[src/rtl/systolic_pkg.sv]
// Shared types and defaults for the systolic MAC array and its feeder.
// Holds the feeder FSM state type, array defaults and flush depth.
package systolic_pkg;

  localparam int DEF_N    = 4;
  localparam int DEF_W    = 8;
  localparam int DEF_KMAX = 256;

  localparam int FLUSH_CYCLES = 2 * DEF_N - 1;

  typedef enum logic [1:0] {
    IDLE  = 2'd0,
    LOAD  = 2'd1,
    FLUSH = 2'd2,
    DRAIN = 2'd3
  } feeder_state_t;

  // Cycles from the last beat until the far corner PE has it.
  function automatic int flush_len(input int n);
    return 2 * n - 1;
  endfunction

endpackage

[src/rtl/systolic_feeder_skew_line.sv]
// skew_line: DEPTH-stage {valid, data} delay line, sync active-high rst.
// Ports: clk, rst, beat_valid/beat_data in, lane_valid/lane_data out.
module skew_line #(
  parameter int DEPTH = 1,
  parameter int W     = 8
) (
  input  logic         clk,
  input  logic         rst,
  input  logic         beat_valid,
  input  logic [W-1:0] beat_data,
  output logic         lane_valid,
  output logic [W-1:0] lane_data
);

  logic [DEPTH-1:0] v;
  logic [W-1:0]     d [DEPTH];

  always_ff @(posedge clk) begin
    if (rst) begin
      v <= '0;
      for (int i = 0; i < DEPTH; i++) d[i] <= '0;
    end else begin
      v[0] <= beat_valid;
      // bubbles carry zero data
      d[0] <= beat_valid ? beat_data : '0;
      for (int i = 1; i < DEPTH; i++) begin
        v[i] <= v[i-1];
        d[i] <= d[i-1];
      end
    end
  end

  assign lane_valid = v[DEPTH-1];
  assign lane_data  = d[DEPTH-1];

endmodule

[src/rtl/systolic_feeder.sv]
// Input skew and sequencing for the NxN output-stationary MAC array.
// Ports: start/k_len, in_valid/in_ready, a_vec/b_vec in; skewed lanes,
// acc_clear_block, drain_en, busy out.
module systolic_feeder
  import systolic_pkg::*;
#(
  parameter int N    = DEF_N,
  parameter int W    = DEF_W,
  parameter int KMAX = DEF_KMAX,
  parameter int KW   = $clog2(KMAX + 1)
) (
  input  logic           clk,
  input  logic           rst,
  input  logic           start,
  input  logic [KW-1:0]  k_len,
  input  logic           in_valid,
  output logic           in_ready,
  input  logic [N*W-1:0] a_vec,
  input  logic [N*W-1:0] b_vec,
  output logic [N*W-1:0] a_lane,
  output logic [N-1:0]   a_lane_valid,
  output logic [N*W-1:0] b_lane,
  output logic [N-1:0]   b_lane_valid,
  output logic           acc_clear_block,
  output logic           drain_en,
  output logic           busy
);

  localparam int FL = flush_len(N);
  localparam int FW = $clog2(FL + 1);

  feeder_state_t state;
  logic [KW-1:0] k_q;
  logic [KW-1:0] beat_q;
  logic [FW-1:0] fcnt;
  logic          first_q;
  logic          take;
  logic          start_ok;

  assign take     = in_valid & in_ready;
  assign start_ok = start && (k_len != '0)
                    && (int'(k_len) <= KMAX);

  always_ff @(posedge clk) begin
    if (rst) begin
      state   <= IDLE;
      k_q     <= '0;
      beat_q  <= '0;
      fcnt    <= '0;
      first_q <= 1'b0;
    end else begin
      first_q <= 1'b0;
      case (state)
        IDLE: begin
          if (start_ok) begin
            state   <= LOAD;
            k_q     <= k_len;
            beat_q  <= '0;
            first_q <= 1'b1;
          end
        end
        LOAD: begin
          if (take) begin
            beat_q <= beat_q + KW'(1);
            if (beat_q + KW'(1) == k_q) begin
              state <= FLUSH;
              fcnt  <= FW'(FL);
            end
          end
        end
        FLUSH: begin
          fcnt <= fcnt - FW'(1);
          if (fcnt == FW'(1)) state <= DRAIN;
        end
        DRAIN:   state <= IDLE;
        default: state <= IDLE;
      endcase
    end
  end

  // first_q marks the first LOAD cycle only
  assign acc_clear_block = first_q;
  assign in_ready        = (state == LOAD);
  assign drain_en        = (state == DRAIN);
  assign busy            = (state != IDLE);

  for (genvar i = 0; i < N; i++) begin : g_lane
    skew_line #(.DEPTH(1 + i), .W(W)) u_a (
      .clk        (clk),
      .rst        (rst),
      .beat_valid (take),
      .beat_data  (a_vec[i*W +: W]),
      .lane_valid (a_lane_valid[i]),
      .lane_data  (a_lane[i*W +: W])
    );
    skew_line #(.DEPTH(1 + i), .W(W)) u_b (
      .clk        (clk),
      .rst        (rst),
      .beat_valid (take),
      .beat_data  (b_vec[i*W +: W]),
      .lane_valid (b_lane_valid[i]),
      .lane_data  (b_lane[i*W +: W])
    );
  end

endmodule

[config.mk]
export PLATFORM = sky130hd
export DESIGN_NAME = systolic_feeder
export DESIGN_NICKNAME = d
export VERILOG_FILES = /design/src/rtl/systolic_pkg.sv /design/src/rtl/systolic_feeder_skew_line.sv /design/src/rtl/systolic_feeder.sv
export SDC_FILE = /design/constraint.sdc
export NUM_CORES = 1
export LEC_CHECK = 0
export CAP_MARGIN = 10
export CORE_MARGIN = 3
export CORE_UTILIZATION = 35
export DETAILED_ROUTE_END_ITERATION = 12
export GPL_ROUTABILITY_DRIVEN = 0
export PLACE_DENSITY_LB_ADDON = 0.1
export REMOVE_ABC_BUFFERS = 1
export SLEW_MARGIN = 20
export SYNTH_ARGS = -nofsm -noshare
export SYNTH_HDL_FRONTEND = slang
export SYNTH_SLANG_ARGS = --single-unit
export TNS_END_PERCENT = 30
[constraint.sdc]
create_clock -name clk -period 6.6 [get_ports clk]
set_clock_uncertainty 0.15 [all_clocks]
set_input_delay 1.32 -clock clk [delete_from_list [all_inputs] [get_ports clk]]
set_output_delay 1.32 -clock clk [all_outputs]
set_load 0.01 [all_outputs]
==> flow_metrics.py <==
metrics = {
    "finish": {
        "antenna_cells": 0,
        "final_layout_size_suffix_gt1_frac": 0.06831,
        "area_growth_pct": 30.42,
        "nets": 760,
    },
    "floorplanning": {
        "die-width_um": 140,
        "start_util": 0.3608,
        "die_area_um2": 19600,
        "io_pins": 153,
        "die_h_um": 140,
        "rows": 48,
        "core_um2": 17420,
    },
    "yosys": {
        "synth_area_per_cell_um2": 10.78,
        "async_flop_share": 0,
        "synth-seq-cells": 188,
        "yosys_warnings": 0,
        "synth_area_leader_cell": "dfxtp_1",
        "synth.area.top_cells": "dfxtp_1, nor2b_1, buf_4",
        "synth_top_area_frac": 0.5988,
        "netlist_instances": 583,
        "seq_area_frac_synth": 0.5988,
        "synth_cell_types": 47,
        "synth-edff-count": 0,
        "synthFlopType": "dfxtp_1",
        "syn_area_um2": 6285,
    },
    "min_path": {
        "hp-class": "flip-flop to flip-flop",
        "hp-start": "g_lane[1].u_a.d[0][4]",
        "hold_end": "g_lane[1].u_a.d[0][12]",
        "hold-path-cell-count": 1,
    },
    "cts": {
        "cts_hold_buf": 0,
        "cts_resized": 0,
        "clock-sinks": 188,
        "htreeDepth": 4,
        "cts_buffers": 17,
        "tritoncts": "built",
        "clockBufferDepth": 2,
        "clkTransAtPathRegs_ns": 0.07,
        "clock-root-buffer": "clkbuf_16",
        "post_cts_buffers": 0,
        "insertion_delay_ns": 0.42,
    },
    "routing": {
        "routed_wl_um": 11400,
        "drt-initial-drc-count": 170,
        "routedWlPerCell_um": 12.49,
        "vias": 3884,
        "drc_errors": 0,
        "viasPerCell": 4.254,
        "drtAntennaViolNets": 0,
        "firstDrtPassIters": 4,
    },
    "placed_design": {
        "pre_cts_ws_ns": 2.628,
        "hpwl_um": 7636,
        "portBuffers": 152,
    },
    "sta": {
        "fin_setup_tns_ns": 0,
        "report.final.hold_viol_count": 0,
        "fmax_mhz": 281.7,
        "rsz0062_at_grt": "no",
        "finalCriticalPeriod_ns": 3.549,
        "setup_ws_ns": 3.051,
        "setup_viol": 0,
        "slew_headroom": 0.4422,
        "timing.final.crit_share": 0.5378,
        "maxSlewViolCount": 0,
        "tightest_slew_ns": 0.8367,
    },
    "worst_setup_path": {
        "r2r_end": "fcnt[0]",
        "critPathMaxFanout": 11,
        "crit_type": "input port to flip-flop",
        "ff2ff_setup_slack_ns": 3.93,
        "r2r-start": "beat_q[0]",
        "rr_worst_depth": 8,
        "cp-end-kind": "flip-flop",
        "crit_arrival_ns": 3.75,
        "startpoint_type": "input port",
        "cp.required_ns": 6.80,
    },
    "grt": {
        "grt_pass1_vias": 3938,
        "grt_use_total": 0.1219,
        "grt_max_degree": 82,
        "antenna_found_initial": 1,
        "gr-total-overflow": 0,
        "grt_pass1_wl_um": 19000,
    },
    "power_and_ir_drop": {
        "power_density_nw_per_um2": 323.0,
        "cellLeakagePower_nw": 3.187,
        "peakVddDrop_mv": 0.1959,
    },
    "job": {
        "max_cap_viol_count": 0,
    },
    "outcome": {
        "run_status": "finished, final reports clean",
    },
}
cells in the mapped netlist, types with 2 or more instances:
| cell type | count |
|---|---|
| nand2_1 | 23 |
| nand2b_1 | 2 |
| a211oi_1 | 4 |
| xnor2_1 | 4 |
| nand3b_1 | 2 |
| nor4_1 | 2 |
| buf_4 | 56 |
| or2_2 | 2 |
| or4_1 | 2 |
| mux2i_1 | 9 |
| and2_1 | 65 |
| xor2_1 | 3 |
| nand3_1 | 8 |
| nor3_1 | 6 |
| a22oi_1 | 4 |
| clkbuf_1 | 20 |
| or3_1 | 3 |
| a21oi_1 | 10 |
| dfxtp_1 | 188 |
| and3_1 | 2 |
| o211ai_1 | 2 |
| buf_2 | 4 |
| inv_1 | 7 |
| nor2b_1 | 101 |
| nor2_1 | 20 |
| ha_1 | 8 |
| o21ai_0 | 5 |
| nand4_1 | 2 |
metrics by stage:
| stage | utilization | power (mW) | hold slack, ns | instance area, um^2 | cells |
|---|---|---|---|---|---|
| final | 0.4706 | 2.648 | 0.2845 | 8197 | 913 |
| after floorplan | - | 1.470 | 0.2638 | 5758 | 502 |
| after detailed placement | 0.4353 | 1.639 | 0.2704 | 7581 | 881 |
| after global placement | 0.4353 | 1.628 | 0.2644 | 7581 | 881 |
| after CTS | 0.4706 | 2.694 | 0.2875 | 8197 | 913 |
| after global routing | 0.4706 | 2.788 | 0.2978 | 8197 | 913 |
how the worst max path moves through the flow:
stage | start | slack (ns) | to | cells past startpoint
floorplan | k_len[0] | 3.30 | beat_q[8] | 7
detailed placement | k_len[0] | 2.63 | beat_q[8] | 8
finish | k_len[0] | 3.05 | beat_q[8] | 8
global placement | k_len[0] | 2.65 | beat_q[8] | 8
CTS | k_len[0] | 3.06 | beat_q[8] | 8
global route | k_len[0] | 2.82 | beat_q[8] | 8
flip-flops by register name, indices dropped and copies added, names as in the netlist:
| register | count |
|---|---|
| state | 2 |
| beat_q | 9 |
| acc_clear_block | 1 |
| g_lane.u_b.d | 80 |
| g_lane.u_b.v | 4 |
| k_q | 9 |
| g_lane.u_a.d | 80 |
| fcnt | 3 |
area by class of cell:
type	count	area (um^2)
fillers	1604	9220
flip-flops and latches	188	3764
multi-input cells	307	1976
repair buffers	154	1534
clock buffers	18	439.2
well taps	225	281.5
clock inverters	14	176.4
inverters	7	26.28
cell usage in the layout (no fill, tap or decap), drive strengths merged, types with 3 or more instances in the layout:
master and n:
and2 65, clkbuf 18, or4 3, nor2b 101
nand2 23, buf 3, clkinv 3, ha 8
xnor2 5, nor3 6, nor2 21, a211oi 4
a22oi 4, nand3 8, inv 14, o21ai 6
or3 4, a21oi 11, xor2 3, clkdlybuf4s50 151
mux2i 9, dfxtp 188
per-layer routing:
| layer | wire length (um) | track usage |
|---|---|---|
| met3 | 1383 | 0.07477 |
| met4 | 157 | 0.04437 |
| met1 | 4723 | 0.1342 |
| met2 | 5139 | 0.1930 |
| met5 | 0 | 0 |
power breakdown:
| group | switching (mW) | internal, mW |
|---|---|---|
| logic | 0.191 | 0.188 |
| clock network | 0.456 | 0.586 |
| registers | 0.0308 | 1.20 |
| total | 0.677 | 1.97 |
worst max-delay path, cell delays in order:
cell and delay (ns):
clkdlybuf4s50_1 0.42, or4_1 0.57, o21ai_1 0.27, a31oi_4 0.16, a21oi_2 0.35, nand2_1 0.13
or3_1 0.38, a21oi_1 0.14
cells by family (layout without fill, tap and decap cells):
family          after synthesis  in the layout  share of synthesized area
xor+xnor                      8              8                    0.01234
mux                          10             10                    0.01672
buf+inv                      88            193                    0.08800
simple gates                246            246                     0.2287
flops                       188            188                     0.5988
fa+ha+maj                     8              8                    0.01593
compound gates               35             35                    0.03942
(Power assumes the default switching activity.)
==> edit 1, RTL diff (config.mk and constraints unchanged) <==
Encoding of `feeder_state_t`: now Gray code (2 bits for 4 states).
--- a/src/rtl/systolic_pkg.sv
+++ b/src/rtl/systolic_pkg.sv
@@ -9,10 +9,10 @@
   localparam int FLUSH_CYCLES = 2 * DEF_N - 1;
 
   typedef enum logic [1:0] {
-    IDLE  = 2'd0,
-    LOAD  = 2'd1,
-    FLUSH = 2'd2,
-    DRAIN = 2'd3
+    IDLE  = 2'b00,
+    LOAD  = 2'b01,
+    FLUSH = 2'b11,
+    DRAIN = 2'b10
   } feeder_state_t;
 
   // Cycles from the last beat until the far corner PE has it.
Behaviour: same outputs for any inputs over 4 cycles, from zero or initial values and one cycle with rst high; so few cycles prove little.
==> edit 1 against the original RTL <==
  * Worst setup slack improved by 0.0076 ns
  * Critical path depth down 2
  * First-iteration DRC count decreased by 32%
  * Wire length rose by 0.89%
  * Hold slack worse by 0.0014 ns
  * Via count decreased by 3.1%
  * Non-clock buffer count did not move
  * Synthesized area down 1.9%
  * Final area shrank 1.7%
  * Count of clock-buffer cells in the layout rose by 1
  * Sequential cell count unchanged
  * Critical path type unchanged
Power is not compared: it rests on default switching activity, and its combinational part moved more than twofold at a synthesized area within 25%.
==> edit 1: results (changes against the original RTL) <==
Clock tree:
- The count of cells resized by post-cts repair was 0 (unchanged).

Setup path:
- Broken down by cell family, the worst path's largest delay share belongs to simple AND/OR/NAND/NOR gates.
- The stage delay of the slowest cell on the critical path is 0.63 ns (+0.06 ns).
- The slowest cell on the critical path is sky130_fd_sc_hd__nand4_1.
- The worst endpoint data arrival time is 3.67 ns (-0.08 ns).
- The setup slack of the most critical reg-to-reg path is 4.10 ns (+0.17 ns).

Placed design:
- The half-perimeter wire length of the detailed placement result is 7810 um (+2.3%).
- The number of placed instances with taps included is 860 (-2.4%).

Synth:
- The sequential fraction of the synthesis area is 61.1% (+1.2 points).
- In the synthesized netlist, the cells that appear most often are sky130_fd_sc_hd__dfxtp_1, sky130_fd_sc_hd__nor2b_1, sky130_fd_sc_hd__and2_1.
- The count of different cell masters after synthesis is 36 (-23%).
- After synthesis, the cell types taking the most area are sky130_fd_sc_hd__dfxtp_1, sky130_fd_sc_hd__nor2b_1, sky130_fd_sc_hd__and2_1, sky130_fd_sc_hd__buf_4, sky130_fd_sc_hd__mux2i_1.

Layout:
- The flip-flop and latch share of the layout cell area is 46.7% (+0.81 points).
- The number of clock buffers in the layout is 19 (+1).
- The total of plain and repair buffers excluding clock buffers is 154 (unchanged).
- The number of multi-input combinational cells in the layout is 290 (-5.5%).
- The non-clock inverter count in the final layout was 8 (+1).
- The multi-input gate share of the layout cell area is 23.0% (-1.1 points).
- The share of layout cells above drive strength 1 is 5.65% (-1.2 points).
- The number of inserted filler cells in the final layout is 1571 (-2.1%).
- The total number of nets in the final design is 739 (-2.8%).
- The fraction of area in non-clock buffers is 19.0% (+0.33 points).
- The clock buffer and inverter area fraction after layout was 7.41% (-0.10 points).

Global routing:
- The total global-route track usage is 12.2% (-0.029 points).
- The first-pass GRT wire length is 18400 um (-3.0%).
- The via count of the first global-routing pass was 3657 (-7.1%).
- The maximum number of pins on one net before global-route repair is 68 (-17%).

Detailed routing:
- The total length of routed wires is 11500 um (+0.89%).
- The routed via count is 3763 (-3.1%).
- The DRC violation total after the first TritonRoute iteration is 116 (-32%).
- The via-per-instance ratio was 4.22 (-0.83%).

STA:
- The worst slew slack as a fraction of its limit was 52.7% (+8.5 points).

Status:
- The flow ran to the end, and the final reports show no timing, DRC or antenna violations.
edit 1: metrics by stage:
step / cell area, um2 / setup slack [ns] / hold slack (ns)
4_1_cts: 8060 / 3.09 / 0.287
3_5_place_dp: 7460 / 2.63 / 0.272
6_report: 8060 / 3.06 / 0.283
5_1_grt: 8060 / 2.88 / 0.300
2_1_floorplan: 5640 / 3.36 / 0.264
3_3_place_gp: 7460 / 2.74 / 0.266
edit 1: path summary, 6_finish.rpt:
| check | startpoint | endpoint | cells past startpoint |
|---|---|---|---|
| worst min-delay path | g_lane[2].u_a.d[0][9] | g_lane[2].u_a.d[0][17] | 1 |
| worst min register to register | g_lane[2].u_a.d[0][9] | g_lane[2].u_a.d[0][17] | 1 |
| worst max register to register | beat_q[0] | fcnt[1] | 6 |
| worst max-delay path | k_len[4] | k_q[2] | 6 |
edit 1: worst register-to-register path, cell delays in order, from the launching register on:
cell	delay, ns
sky130_fd_sc_hd__dfxtp_1	0.45
sky130_fd_sc_hd__ha_1	0.47
sky130_fd_sc_hd__nand3_1	0.21
sky130_fd_sc_hd__xnor2_1	0.17
sky130_fd_sc_hd__nor4b_1	0.39
sky130_fd_sc_hd__nand4_1	0.24
sky130_fd_sc_hd__a221oi_1	0.33
edit 1: cells by family (layout without fill, tap and decap cells):
logic type,count (synthesis),after routing,synth area share [%]
buffers and inverters,89,194,8.97
XOR/XNOR,12,12,1.71
flip-flops,188,188,61.1
AND/OR/NAND/NOR,228,228,22.1
AO/OA/AOI/OAI,37,37,3.90
multiplexers,10,10,1.64
adder cells (fa/ha/maj),3,3,0.609
edit 1: layer usage:
layer	part of all wire [%]	vias to the layer above	track usage [%]
met4	1.4	2	4.63
met3	10	16	6.90
met5	0.11	-	0
li1	-	1928	-
met1	41	1701	13.1
met2	47	116	20.0
==> edit 2, RTL diff (same settings) <==
Without the edit above. The package constant `DEF_KMAX` goes from 256 to 512.
--- a/src/rtl/systolic_pkg.sv
+++ b/src/rtl/systolic_pkg.sv
@@ -4,7 +4,7 @@
 
   localparam int DEF_N    = 4;
   localparam int DEF_W    = 8;
-  localparam int DEF_KMAX = 256;
+  localparam int DEF_KMAX = 512;
 
   localparam int FLUSH_CYCLES = 2 * DEF_N - 1;
 
Ports: changed (resized k_len); port bits go from 153 to 154. The function was not compared with the original's and may differ.
==> edit 2 against the original RTL <==
  * Register-to-register slack lost 0.19 ns
  * Sequential share of layout area shrank 0.51 points
  * Final area grew 2.2%
  * Wire length grew 6.2%
  * Largest power group unchanged
  * Critical path depth is the same
  * Sequential power is essentially flat
  * Worst setup slack gained 0.023 ns
  * Total power shrank 1.8%
  * Critical endpoint is now beat_q[5]
  * Sequential cell count grew 2
  * Largest cell class unchanged
  * Synthesized area grew 3.2%
  * Count of clock-buffer cells in the layout grew 2
  * Cell count grew 2.3%
==> edit 2: results (changes against the original RTL) <==
Placed design:
- The port buffer count was 153 (+0.66%).
- The half-perimeter wire length of the detailed placement result is 8210 um (+7.5%).
- The number of placed instances with taps included is 902 (+2.4%).

Global routing:
- The via count of the first global-routing pass came to 3939 (+0.025%).
- The number of antenna violations at the first check in global routing came to 0 (-1).
- The total global-route track usage is 12.3% (+0.075 points).
- The met3 routing resource usage after global routing is 5.28% (-2.2 points).
- The met2 usage is 20.0% (+0.68 points).

Setup path:
- The launch point of the critical path is k_len[5].
- The largest driver fanout on the critical path is 12 (+1).

Detailed routing:
- The routed via count is 4034 (+3.9%).
- The DRC violation total after the first TritonRoute iteration is 205 (+21%).

Layout:
- The fraction of area in non-clock buffers is 18.6% (-0.10 points).
- The total of plain and repair buffers excluding clock buffers is 157 (+1.9%).
- The non-clock inverter count in the final layout came to 12 (+5).
- The sequential cell area is 3800 um2 (+1.1%).
- The number of inserted filler cells in the final layout is 1679 (+4.7%).
- The clock buffer and inverter area fraction after layout is 7.08% (-0.43 points).

Synth:
- The share of synthesized area spent on multiplexers is 1.91% (+0.24 points).
- The fraction of the mapped netlist area in compound gates came to 5.54% (+1.6 points).
- The average instance area after synthesis is 10.8 um2 (about the same).
- In the post-synthesis netlist, the biggest area contributors are sky130_fd_sc_hd__dfxtp_1, sky130_fd_sc_hd__nor2b_1, sky130_fd_sc_hd__buf_4, sky130_fd_sc_hd__and2_1, sky130_fd_sc_hd__mux2i_1.
- The sequential fraction of the synthesis area was 58.6% (-1.2 points).

STA:
- The worst hold slack is 0.280 ns (-0.00455 ns).
- The worst slew slack as a fraction of its limit is 55.2% (+11 points).

Status:
- The run finished with clean final reports.

Hold path:
- The worst hold path begins at g_lane[2].u_b.d[0][8].
==> edit 2: changes by cell type in the layout (fill, tap and decap cells not counted), moves of 4 or more <==
| cell | unedited run | this run |
|---|---|---|
| sky130_fd_sc_hd__or3_1 | 3 | 9 |
| sky130_fd_sc_hd__a211oi_1 | 4 | 0 |
| sky130_fd_sc_hd__and2_1 | 65 | 70 |
| sky130_fd_sc_hd__o21ai_0 | 5 | 14 |
| sky130_fd_sc_hd__nand2_1 | 23 | 6 |
| sky130_fd_sc_hd__inv_1 | 7 | 12 |
==> edit 2: per-stage QoR <==
step	cell area [um2]	setup slack (ns)	util (%)	power [mW]
floorplan	5930	3.11	-	1.44
global placement	7780	2.75	43.0	1.60
detailed placement	7780	2.64	43.0	1.61
CTS	8380	3.09	46.3	2.65
global route	8380	2.93	46.3	2.72
finish	8380	3.07	46.3	2.60
==> edit 2: how the worst max path moves through the flow <==
stage / slack, ns / end
after detailed placement: 2.64 / beat_q[6]
after floorplan: 3.11 / k_q[0]
final: 3.07 / beat_q[5]
after CTS: 3.09 / in_ready
after global routing: 2.93 / beat_q[5]
after global placement: 2.75 / beat_q[6]
==> edit 2: worst max-delay path: stages <==
cell and delay (ns):
sky130_fd_sc_hd__clkdlybuf4s50_1 0.42, sky130_fd_sc_hd__nor4_1 0.42, sky130_fd_sc_hd__and4_1 0.31, sky130_fd_sc_hd__o31ai_1 0.08, sky130_fd_sc_hd__buf_4 0.19, sky130_fd_sc_hd__or2_1 0.30
sky130_fd_sc_hd__or4_1 0.53, sky130_fd_sc_hd__a21oi_1 0.15
==> edit 2: routing by layer <==
layer | vias up | routed length [um]
li1 | 2051 | -
met1 | 1846 | 5050
met2 | 122 | 5800
met3 | 15 | 1060
met4 | 0 | 200
met5 | - | 0
